`config.mk`:
```
export PLATFORM = sky130hd
export DESIGN_NAME = counter_rr_sched
export DESIGN_NICKNAME = d
export VERILOG_FILES = /design/src/rtl/counter_rr_sched.sv
export SDC_FILE = /design/constraint.sdc
export NUM_CORES = 1
export LEC_CHECK = 0
export ABC_AREA = 1
export CORE_MARGIN = 5
export CORE_UTILIZATION = 30
export CTS_BUF_LIST = sky130_fd_sc_hd__clkbuf_8
export CTS_CLUSTER_DIAMETER = 100
export DETAILED_ROUTE_END_ITERATION = 6
export PLACE_DENSITY = 0.62
export SETUP_SLACK_MARGIN = 0.1
export SYNTH_ARGS = -nofsm -noshare
export SYNTH_HDL_FRONTEND = slang
export SYNTH_SLANG_ARGS = --single-unit
```
`constraint.sdc`:
```
create_clock -name clk -period 1.8 [get_ports clk]
set_input_delay 0.36 -clock clk [delete_from_list [all_inputs] [get_ports clk]]
set_output_delay 0.36 -clock clk [all_outputs]
set_load 0.02 [all_outputs]
```
`src/rtl/counter_rr_sched.sv`:
```
`default_nettype none
// ============================================================================
//  Module   : counter_rr_sched
//  Purpose  : Round-robin scheduler for one shared event counter. Up to four
//             requesters compete for a counting window. The winner's target
//             is latched at grant. Events are counted until the target is
//             reached, and the winner then gets a one-cycle done pulse.
//
//  Ports    : clk       - rising-edge clock
//             resetn    - asynchronous active-low reset
//             req[3:0]  - level request per requester, held until done/abandon
//             tgt       - packed targets, requester i at [i*WIDTH +: WIDTH]
//             event_in  - one count per high cycle while a window is open
//             gnt[3:0]  - one-hot grant, zero when idle
//             busy      - high while any grant is held
//             done[3:0] - one-cycle completion pulse to the granted requester
//             count     - current value of the shared counter
//
//  Revision : 1.0  initial release
// ============================================================================
module counter_rr_sched #(
    parameter int WIDTH = 8
) (
    input  logic               clk,
    input  logic               resetn,
    input  logic [3:0]         req,
    input  logic [4*WIDTH-1:0] tgt,
    input  logic               event_in,
    output logic [3:0]         gnt,
    output logic               busy,
    output logic [3:0]         done,
    output logic [WIDTH-1:0]   count
);

    localparam logic [1:0] c_IDLE  = 2'd0;
    localparam logic [1:0] c_COUNT = 2'd1;
    localparam logic [1:0] c_DONE  = 2'd2;

    logic [1:0]       r_state;
    logic [3:0]       r_gnt;
    logic             r_busy;
    logic [3:0]       r_done;
    logic [WIDTH-1:0] r_count;
    logic [WIDTH-1:0] r_tgt_q;
    logic [1:0]       r_ptr;
    logic [1:0]       r_winner;

    logic             w_found;
    logic [1:0]       w_win_idx;
    logic [1:0]       w_idx;

    // Search the request vector starting at the round-robin pointer. The
    // two-bit index wraps naturally, which gives the modulo-4 rotation.
    always_comb begin
        w_found   = 1'b0;
        w_win_idx = 2'd0;
        w_idx     = 2'd0;
        for (int k = 0; k < 4; k++) begin
            w_idx = r_ptr + 2'(k);
            if (!w_found && req[w_idx]) begin
                w_found   = 1'b1;
                w_win_idx = w_idx;
            end
        end
    end

    always_ff @(posedge clk or negedge resetn) begin
        if (!resetn) begin
            r_state  <= c_IDLE;
            r_gnt    <= 4'd0;
            r_busy   <= 1'b0;
            r_done   <= 4'd0;
            r_count  <= '0;
            r_tgt_q  <= '0;
            r_ptr    <= 2'd0;
            r_winner <= 2'd0;
        end else begin
            case (r_state)
                c_IDLE: begin
                    r_done <= 4'd0;
                    if (w_found) begin
                        r_state  <= c_COUNT;
                        r_gnt    <= 4'b0001 << w_win_idx;
                        r_busy   <= 1'b1;
                        r_count  <= '0;
                        r_tgt_q  <= tgt[w_win_idx*WIDTH +: WIDTH];
                        r_winner <= w_win_idx;
                    end
                end
                c_COUNT: begin
                    // An abandoned window takes precedence over completion:
                    // a requester that has gone away is never sent done.
                    if (!req[r_winner]) begin
                        r_state <= c_IDLE;
                        r_gnt   <= 4'd0;
                        r_busy  <= 1'b0;
                        r_ptr   <= r_winner + 2'd1;
                    end else if (r_count == r_tgt_q) begin
                        // Reaching the target stops counting, so the counter
                        // can never pass tgt_q and therefore never wraps.
                        r_state <= c_DONE;
                        r_done  <= r_gnt;
                    end else if (event_in) begin
                        r_count <= r_count + 1'b1;
                    end
                end
                c_DONE: begin
                    r_state <= c_IDLE;
                    r_done  <= 4'd0;
                    r_gnt   <= 4'd0;
                    r_busy  <= 1'b0;
                    r_ptr   <= r_winner + 2'd1;
                end
                default: begin
                    r_state <= c_IDLE;
                    r_done  <= 4'd0;
                    r_gnt   <= 4'd0;
                    r_busy  <= 1'b0;
                end
            endcase
        end
    end

    assign gnt   = r_gnt;
    assign busy  = r_busy;
    assign done  = r_done;
    assign count = r_count;

endmodule
`default_nettype wire

```
# Word level (Yosys, flattened, before mapping)
# Cells that the tools add are included.
[word_totals] regBits=31 in_bits=39 out_inout_bits=17 elab_cells=83
[classes] addsub=5 n_lt_le_gt_ge=5 n_eq_ne=10 shift=2 mux=38 reduce_logical=15
[ops] cell="2-to-1 mux 8 bit" n=4
[ops] cell="variable part select 32 x 6 -> 8 bit" n=1
[ops] cell="2-to-1 mux 4 bit" n=5
[ops] cell="2-to-1 mux 2 bit" n=8
[ops] cell="one-hot mux 8 bit (2 select lines)" n=1
[ops] cell="< comparator 2 x 3 -> 1 bit (second input constant)" n=5
[ops] cell="!= test 2 bit (second input constant)" n=6
[ops] cell="2-to-1 mux 1 bit" n=11
[ops] cell="binary-select mux 1 bit (select 2 bit)" n=5
[ops] cell="AND reduction 2 bit" n=5
[ops] cell="adder 8 x 1 -> 8 bit (second input constant)" n=1
[ops] cell="equality test 8 bit" n=1
[ops] cell="one-hot mux 2 bit (2 select lines)" n=2
[ops] cell="one-hot mux 4 bit (2 select lines)" n=1
[ops] cell="AND reduction 5 bit" n=1
[ops] cell="adder 2 x 1 -> 2 bit (second input constant)" n=2
[ops] cell="adder 2 bit (second input constant)" n=2
[ops] cell="nonzero test 2 bit" n=2
[ops] cell="left shift 1 x 2 -> 4 bit (first input constant)" n=1
[ops] cell="logical AND 1 bit" n=3
[ops] cell="logical NOT 1 bit" n=3
[ops] cell="!= test 3 bit (second input constant)" n=1
[ops] cell="equality test 2 x 1 -> 1 bit (second input constant)" n=1
[ops] cell="equality test 2 bit (second input constant)" n=1
[ops] cell="other kinds (2)" n=2

# Logic depth before layout (Yosys ltp)
[depth] ltp_word=15 ltp_mapped=14

# Least setup slack after synthesis
# Ideal clock, no wire load.
[synth_path] path_type="reg-to-reg" start="register r_ptr[0]" end="register r_tgt_q[1]" setup_time_ns=0.117 arrival_time_ns=1.550 t_required_ns=1.683 path_slack_ns=0.132 stages_incl_launch_ff=12 period_less_slack_ns=1.668 cell_sequence="dfrtp_1 buf_4 nand2_1 nand3_1 nand2_1 inv_1 and3_1 nor2_1 buf_2 nand3_1 nand3_1 nand2_1"
[synth_via] elab_chain_len=13 elab_cells_between_ends=27 cone_classes="add/sub: 3; shift: 1; mux: 16; reduce/logical: 7"
[synth_lines] item="start: declaration" line_no="45" text="logic [1:0] r_ptr;"
[synth_lines] item="start signal: assignment" line_no="97" text="r_ptr <= r_winner + 2'd1;"
[synth_lines] item="start signal: assignment" line_no="112" text="r_ptr <= r_winner + 2'd1;"
[synth_lines] item="parallel branches: the longest is 13 deep, another holds adder 2 x 1 -> 2 bit"
[synth_lines] item="end signal: assignment" line_no="86" text="r_tgt_q <= tgt[w_win_idx*WIDTH +: WIDTH];"
[synth_lines] item="end: declaration" line_no="44" text="logic [WIDTH-1:0] r_tgt_q;"
# Parallel ways; which one is timed is not known. The select of a mux whose other input is x is not followed.
# A chain may end at the register's enable or synchronous reset.

# Worst setup path after layout
[layout_path] start="register r_ptr[0]" end="register r_tgt_q[5]"
# The elaborated chain is that of the path after synthesis.

==> results.json <==
{
  "wl_per_cell_um": 13.4,
  "cts_tree": "done",
  "yosysSeqAreaShare": 0.362,
  "drc": 0,
  "critPathLaunchType": "register",
  "gp_congestion": 0.861,
  "clock_skew_ps": 3.12,
  "report.final.slew_viol_count": 0,
  "cts_buffers": 5,
  "grt_use_total": 0.151,
  "fin_nets": 450,
  "synth-seq-cells": 31,
  "drtIter0Drc": 109,
  "hold_buffers": 0,
  "rrSetupSlack_ps": -60,
  "num_rows": 30,
  "fin_ws_ps": -64.4,
  "required_ps": 1970,
  "hold_violations": 0,
  "worstMarginPinSlew_ps": 382,
  "path_clk_slew_ps": 60,
  "io_pins": 56,
  "root_buffer": "clkbuf_8",
  "setup_viol": 14,
  "finalCritPeriodShare": 1.04,
  "drv_cap": 0,
  "grt_pass1_vias": 2382,
  "arrival_ps": 2030,
  "initial_core_util": 0.312,
  "hold_path_class": "in -> async",
  "avgSynthCellArea_sq_um": 6.91,
  "rr_startpoint": "r_ptr[0]",
  "clkSinkCount": 31,
  "nFillCells": 638,
  "critPathMaxFanout": 6,
  "overflow": 0,
  "holdWs_ps": 465,
  "vias_per_cell": 4.69,
  "die_x_um": 94.5,
  "min_period_ps": 1860,
  "endpoint_kind": "register",
  "hpwl_mm": 4.33,
  "clock_latency_ps": 280,
  "power_density_nw_per_um2": 2020,
  "diodes": 0,
  "irDropWorstVdd_v": 0.00118,
  "die_area_sq_um": 8930,
  "syn-cell-area_sq_um": 2140,
  "grt_max_degree": 32,
  "critPathKind": "reg -> reg",
  "rsz0062_at_grt": "true",
  "synth_fp_nets": 353,
  "core_area_sq_um": 6870,
  "syn_to_final_growth_pct": 67.3,
  "first_pass_iters": 5,
  "htreeDepth": 2,
  "syn_inst": 310,
  "fin_cells": 504,
  "relSlewSlack": 0.745,
  "max_freq_ghz": 0.536,
  "violations": "negative setup slack",
  "wirelength_mm": 6.78,
  "postLayoutCoreUtil": 0.521,
  "die_h_um": 94.5,
  "ys_warn_count": 0,
  "outcome": "finished with violations",
  "rr_worst_depth": 12,
  "grt_pass1_wl_mm": 10.9,
  "io_buffer_count": 55,
  "drive_gt1_frac": 0.341,
  "clock_path_buffers": 2,
  "antenna_found_initial": 0,
  "ant_nets": 0,
  "ys_types": 31,
  "p_leak_nw": 1.74,
  "r2r-end": "r_tgt_q[5]",
  "report.power.total_mw": 7.25,
  "dp_cells": 477,
  "setup-tns-final_ps": -511,
  "route.vias.total": 2363
}
placed cells by master, fill, tap and decap left out, types with 8 or more instances in the layout:
cell type,instances
nand2_1,89
clkdlybuf4s50_1,44
nand3_1,40
dfrtp_1,29
nand2_2,26
buf_4,25
nand3_2,15
inv_1,13
nand2_4,13
buf_6,12
inv_2,8
worst max-delay path by stage:
stage	startpoint	endpoint	cells after the start
after global placement	req[2]	r_tgt_q[4]	13
final	r_ptr[0]	r_tgt_q[5]	12
after floorplan	r_ptr[0]	r_tgt_q[1]	11
after detailed placement	req[1]	r_tgt_q[4]	13
after CTS	r_ptr[0]	r_tgt_q[5]	12
after global routing	r_ptr[0]	r_tgt_q[1]	13
cells in the mapped netlist (all sizes together):
cell	number	area, sq um
xnor2	7	61.3
buf	8	57.6
and2	1	6.26
nand4	4	25.0
o21ai	17	85.1
o211ai	1	7.51
nand3	60	330
dfrtp	31	776
nand2	126	488
inv	22	82.6
and3	1	6.26
a21boi	1	7.51
o31ai	1	7.51
xor2	3	26.3
ha	4	50.1
nor2	11	53.8
clkbuf	1	3.75
nor3	3	20.0
a21oi	3	15.0
or2	5	31.3
critical path: stages, from the launching register on:
cell and delay (ps):
dfrtp_2 480, clkinvlp_4 170, nand2_1 110, nand2_2 80, nand2_2 90, nand2_4 60, nand4_1 140, nand3_2 120
nor2_4 130, buf_6 150, nand3_1 80, nand3_1 90, nand2_1 60
per-stage QoR:
stage | instance area [sq um] | setup slack [ps]
6_report | 3580 | -64.4
5_1_grt | 3580 | -178
4_1_cts | 3340 | 0.721
3_5_place_dp | 2950 | -385
3_3_place_gp | 2950 | -320
2_1_floorplan | 2140 | 132
where the power goes:
part	leakage, nW	internal (mW)	switching (mW)
sequential	0.403	0.957	0.264
clock	0.0557	0.343	0.250
combinational	1.28	2.36	3.07
kinds of logic after synthesis:
logic type | Yosys count | share of synthesized area
and+or+nand+nor | 211 | 0.449
buffers and inverters | 31 | 0.0672
DFF | 31 | 0.362
AOI/OAI and AO/OA | 23 | 0.0573
xor gates and xnor gates | 10 | 0.0409
adders and majority gates | 4 | 0.0234
area by class of cell:
type	instances	area [sq um]	area share
Multi-Input combinational cell	252	1570	0.439
Timing Repair Buffer	94	915	0.255
Sequential cell	31	778	0.217
Tap cell	96	120	0.0335
Clock buffer	7	96.3	0.0269
Inverter	22	87.6	0.0245
Timing Repair inverter	1	7.51	0.00210
Clock inverter	1	3.75	0.00105
flip-flops by register name, summed over array words and instances, names as in the netlist:
signal,cells
count,8
r_winner,2
done,4
r_tgt_q,8
gnt,4
busy,1
r_ptr,2
r_state,2
metal layers:
| layer | GRT usage | up-vias | routed length [um] |
|---|---|---|---|
| met5 | 0 | - | 0 |
| met4 | 0.0637 | 0 | 87 |
| met3 | 0.0271 | 8 | 337 |
| met2 | 0.246 | 65 | 3270 |
| met1 | 0.196 | 1070 | 3080 |
| li1 | - | 1220 | - |
what timing repair did:
action,in CTS,in global routing
setup buffers,8,4
gates cloned,6,1
pin swaps,29,19
endpoints found under the setup margin,30,31
resized for setup,60,60
Power figures use the tool's default switching activity.
